[config.mk]
export PLATFORM = sky130hd
export DESIGN_NAME = pipe_hazard_ctrl
export DESIGN_NICKNAME = d
export VERILOG_FILES = /design/src/rtl/pipe_hazard_ctrl.sv
export SDC_FILE = /design/constraint.sdc
export NUM_CORES = 1
export LEC_CHECK = 0
export CORE_UTILIZATION = 45
export CTS_BUF_LIST = sky130_fd_sc_hd__clkbuf_8
export CTS_CLUSTER_DIAMETER = 30
export DETAILED_ROUTE_END_ITERATION = 7
export GPL_ROUTABILITY_DRIVEN = 0
export PLACE_DENSITY = 0.9
export REMOVE_ABC_BUFFERS = 1
export SKIP_CTS_REPAIR_TIMING = 1
export SLEW_MARGIN = 0
export SYNTH_ARGS = -nofsm -noshare
export SYNTH_HDL_FRONTEND = slang
export SYNTH_SLANG_ARGS = --single-unit
[constraint.sdc]
create_clock -name clock -period 2.5 [get_ports clock]
set_input_delay 0.375 -clock clock [delete_from_list [all_inputs] [get_ports clock]]
set_output_delay 0.375 -clock clock [all_outputs]
set_load 0.01 [all_outputs]
[src/rtl/pipe_hazard_ctrl.sv]
// rtl/pipe_hazard_ctrl.sv - stall/flush controller for the 5-stage pipeline
// Handles load-use stalls, EX taken-branch flushes and mult/div front-end holds.
module pipe_hazard_ctrl #(
  parameter int MD_LATENCY = 4,
  parameter int CNT_W      = 16
) (
  input  logic             clock,
  input  logic             reset,
  input  logic [4:0]       id_rs,
  input  logic [4:0]       id_rt,
  input  logic             id_uses_rt,
  input  logic             id_md_start,
  input  logic [4:0]       ex_rd,
  input  logic             ex_memread,
  input  logic             ex_branch_taken,
  output logic             pc_wen,
  output logic             ifid_wen,
  output logic             ifid_flush,
  output logic             idex_wen,
  output logic             idex_flush,
  output logic             exmem_wen,
  output logic             exmem_flush,
  output logic             md_busy,
  output logic [CNT_W-1:0] stall_count
);

  localparam int MC_W = $clog2(MD_LATENCY) + 1;
  localparam logic [MC_W-1:0] MD_INIT = MC_W'(MD_LATENCY - 1);

  typedef enum logic {RUN, MD_BUSY} state_t;

  state_t            r_state, w_state_nxt;
  logic [MC_W-1:0]   r_md_cnt, w_md_cnt_nxt;
  logic [CNT_W-1:0]  r_stall_count;
  logic              w_lu_haz;

  // r0 is hardwired to zero, so a load targeting it never creates a dependency
  assign w_lu_haz = ex_memread && (ex_rd != 5'd0) &&
                    ((ex_rd == id_rs) || (id_uses_rt && (ex_rd == id_rt)));

  always_comb begin
    pc_wen       = 1'b1;
    ifid_wen     = 1'b1;
    ifid_flush   = 1'b0;
    idex_wen     = 1'b1;
    idex_flush   = 1'b0;
    exmem_wen    = 1'b1;
    exmem_flush  = 1'b0;
    md_busy      = 1'b0;
    w_state_nxt  = r_state;
    w_md_cnt_nxt = r_md_cnt;

    if (reset) begin
      pc_wen       = 1'b0;
      ifid_wen     = 1'b0;
      idex_wen     = 1'b0;
      exmem_wen    = 1'b0;
      ifid_flush   = 1'b1;
      idex_flush   = 1'b1;
      exmem_flush  = 1'b1;
      w_state_nxt  = RUN;
      w_md_cnt_nxt = '0;
    end else begin
      case (r_state)
        RUN: begin
          if (ex_branch_taken) begin
            // squashes the ID instruction, so its hazards and md start are moot
            ifid_flush = 1'b1;
            idex_flush = 1'b1;
          end else if (w_lu_haz) begin
            pc_wen     = 1'b0;
            ifid_wen   = 1'b0;
            idex_flush = 1'b1;
          end else if (id_md_start && (MD_LATENCY > 1)) begin
            w_state_nxt  = MD_BUSY;
            w_md_cnt_nxt = MD_INIT;
          end
        end
        MD_BUSY: begin
          pc_wen      = 1'b0;
          ifid_wen    = 1'b0;
          idex_wen    = 1'b0;
          exmem_flush = 1'b1;
          md_busy     = 1'b1;
          if (r_md_cnt == MC_W'(1)) begin
            w_state_nxt  = RUN;
            w_md_cnt_nxt = '0;
          end else begin
            w_md_cnt_nxt = r_md_cnt - MC_W'(1);
          end
        end
        default: begin
          w_state_nxt  = RUN;
          w_md_cnt_nxt = '0;
        end
      endcase
    end
  end

  always_ff @(posedge clock) begin
    if (reset) begin
      r_state       <= RUN;
      r_md_cnt      <= '0;
      r_stall_count <= '0;
    end else begin
      r_state  <= w_state_nxt;
      r_md_cnt <= w_md_cnt_nxt;
      if (!pc_wen && (r_stall_count != {CNT_W{1'b1}}))
        r_stall_count <= r_stall_count + CNT_W'(1);
    end
  end

  assign stall_count = r_stall_count;

endmodule
==> summary.md <==
The flow ran to the end, and the final reports show no timing, DRC or antenna violations. By area the synthesized netlist is led by dfxtp_1, xnor2_1, nor2_1. The core region is 0.002455 mm². The starting density of the core was 0.4725. In this run the remaining antenna-violating nets after routing total 0.

The area of the multi-input gates came out at 716.9 µm². The setup TNS after final layout was 0 ns. The most critical setup path has its endpoint at stall_count[13].

In the routed design, unresolved DRC markers number 0. The cell depth of the worst setup path is 9, and the number of nets in the layout is 220. The area taken by flip-flops and latches was 400.4 µm².

Total vias in the final route: 1221. The logic depth of the worst register-to-register path is 8. Path class of the lowest-slack min-delay path: flip-flop to flip-flop.

The max-cap check violation count was 0. The run gives 0 as the initial antenna violation count. The diode insertion count for antenna repair came out at 0.

The number of setup violations in the final report is 0. For this design the ratio of total power to cell area is 469.8 mW/mm². Of all cell types, the one taking the most synthesized area is dfxtp_1.

The share of synthesized registers carrying an async set or reset was 0. Data arrives at the worst endpoint at 2.54 ns. The number of enable flip-flop cells after synthesis is 0. In this run the critical register-to-register path is captured at stall_count[15]. The die outline width was 52.77 µm; the global-route wire length before repair was 4892 µm. Sorting the synthesized cells by how often they occur yields xnor2_1, nor2_1, dfxtp_1. The run gives 0.27 ns as the source-to-sink clock delay at the later pin of the worst-skew pair.

For the worst path setup slack after routing, the log shows 0.1209 ns. The area fraction of the dominant cell type after synthesis was 0.3452; the share of final-layout standard cells stronger than drive strength 1 was 0.1282. Wires add up to 3264 µm.

The leakage power of the design is 0.0006546 µW. Each instance of the synthesized netlist takes up on average 8.226 µm². The post-route core utilization came out at 0.7273.

The part of the Yosys area used for sequential elements came out at 0.3452. After filler insertion, the fill cell instance count of the layout stands at 179. The count of endpoints failing hold in the final timing report is 0. The number of H-tree branching levels is 1, and the count of buffering cells on the critical path with inverters included is 2. Setup repair after global routing left no endpoint under its margin. The cell family contributing the most delay on the critical path is simple AND/OR/NAND/NOR gates. The launching point of the worst reg2reg path is stall_count[3]. The number of placement rows was 18; the number of I/O port buffers was 44. The final worst-path cycle share was 0.9516; the biggest cell delay along the critical path was 0.50 ns. The worst setup path is launched from a primary input. The area growth from synthesis to layout was 53.94%. After synthesis, the largest family of logic cells by area is simple AND/OR/NAND/NOR gates. The signal on the critical path passes through clkdlybuf4s50_1, or4_1, o21a_1, nor2b_4, a21oi_4, buf_6, nor3b_2, and4_4, mux2_4.

Synthesis inferred 20 register bits. The first routing iteration left 30 violations. The adder-cell share of the synthesized area is 0.03236. The number of iterations in the first detailed-routing pass was 4. Final hold analysis gives a worst-case slack of 0.5236 ns.

Static timing analysis puts the maximum clock frequency at 420.3 MHz. At the placement stage, the worst setup path has a slack of -0.3456 ns. TritonCTS built the clock tree. The logs give 20 for the number of clock sinks and 45 for the number of primary I/O pins. Remaining global-route overflow: 0. Across all register-to-register paths, the minimum setup slack is 0.49 ns.

Timing startpoint of the critical path: ex_rd[2]. On the final layout, the worst clock skew is 0.004027 ns. The area fraction in and, or, nand and nor cells after synthesis was 0.2891; the worst slew slack as a fraction of its limit was 0.7272. Yosys instantiated no cell more often than xnor2_1. STA classifies the critical path endpoint as a flip-flop. The logs give 0 for the max-slew violation count and 34 for the number of distinct library cell variants in the gate-level netlist after synthesis. Cell with the largest stage delay on the worst path: or4_1. The most used flip-flop cell after synthesis is dfxtp_1.

The via count of the first global-routing pass is 1162, and the final HPWL from detailed placement is 2326 µm. The die outline height was 52.77 µm; the total die area was 0.002785 mm². No sink is reached through more buffers than the 2 on the longest clock path. The worst setup path is of the primary input to flip-flop kind. The multiplexer share of the synthesized area was 0.01294. Synthesis handed over a netlist of 141 instances.

The CTS root buffer is clkbuf_8. Slew at the pin closest to its max-slew limit: 0.4035 ns. The overall fraction of global-route tracks in use was 0.2393; the fraction of synthesized cell area in xor and xnor cells was 0.1737. The post-synthesis compound-gate area fraction is 0.1003. The clock slew at the register clock pins of the worst setup and hold paths came out at 0.07 ns. In this run the cell area of the synthesized design comes to 0.001160 mm².

The tools report the data required time of the critical path as 2.66 ns. The clock period minus worst slack was 2.379 ns; the wire length per cell after detailed routing was 14.51 µm. The worst supply voltage drop on vdd was 528.4 µV; the largest fanout on the critical path was 8. The logs give 0 for the count of synthesis-stage warnings from yosys and 3 for the total clock buffers created by CTS. After detailed routing, the number of vias per cell comes to 5.427.

Entering global routing, the biggest net connects 21 pins.
worst min-delay path by stage:
stage                          from              end  slack [ns]  depth (start not counted)
detailed placement   stall_count[1]   stall_count[1]        0.51                          2
finish               stall_count[1]   stall_count[1]        0.52                          2
global route        stall_count[12]  stall_count[12]        0.55                          1
CTS                  stall_count[1]   stall_count[1]        0.52                          2
global placement        r_md_cnt[2]      r_md_cnt[2]        0.49                          2
floorplan                     reset   stall_count[1]        0.44                          1
logic make-up after synthesis:
group,count (synthesis)
and+or+nand+nor,64
xor gates and xnor gates,23
DFF,20
AOI/OAI and AO/OA,17
buffers and inverters,13
adders and majority gates,3
muxes,1
worst min-delay path: cells and delay by family (launching register included):
| kind | cells | cell delay (ns) |
|---|---|---|
| flip-flops | 1 | 0.33 |
| AO/OA/AOI/OAI | 2 | 0.15 |
where the power goes:
part / internal, µW / leakage (µW) / switching, µW / total (µW)
Sequential: 330 / 0.000162 / 11.3 / 341
Clock: 214 / 0.0000357 / 112 / 326
Combinational: 98.5 / 0.000457 / 73.0 / 172
Total: 642 / 0.000655 / 197 / 839
registers in the layout (all words and copies together) (netlist names):
register and count:
r_state 1, r_md_cnt 3, stall_count 16
cell type report:
cell class / instances / area share
clock inverters: 1 / 0.01682
clock buffers: 3 / 0.02313
well taps: 30 / 0.02102
flip-flops and latches: 20 / 0.2242
inverters: 6 / 0.01261
multi-input cells: 108 / 0.4015
repair buffers: 57 / 0.3006
layer usage:
metal,track usage,routed length [µm],share of wire
met4,0.08333,49,0.015
met1,0.2509,1257,0.39
met2,0.4473,1653,0.51
met5,0,0,0
met3,0.06667,303,0.093
cell usage in the layout (no fill, tap or decap), drive strengths merged, types with 2 or more instances in the layout:
cell	n
o21ai	5
nor4	4
clkdlybuf4s50	40
nand2	8
and4	2
nor4b	2
nor3	5
buf	13
a21oi	4
xnor2	23
inv	6
nor2b	3
nand3	7
clkbuf	5
ha	3
nor2	22
a211oi	2
dfxtp	20
nand4	4
dlymetal6s2s	2
and2	2
nor3b	3
through the flow:
step                area, µm²  total power (µW)  instances
floorplan                1129             418.7        134
global placement         1674             504.5        217
detailed placement       1674             512.9        217
CTS                      1745             837.4        221
global route             1785             877.1        225
finish                   1785             838.9        225
(Power assumes the default switching activity.)
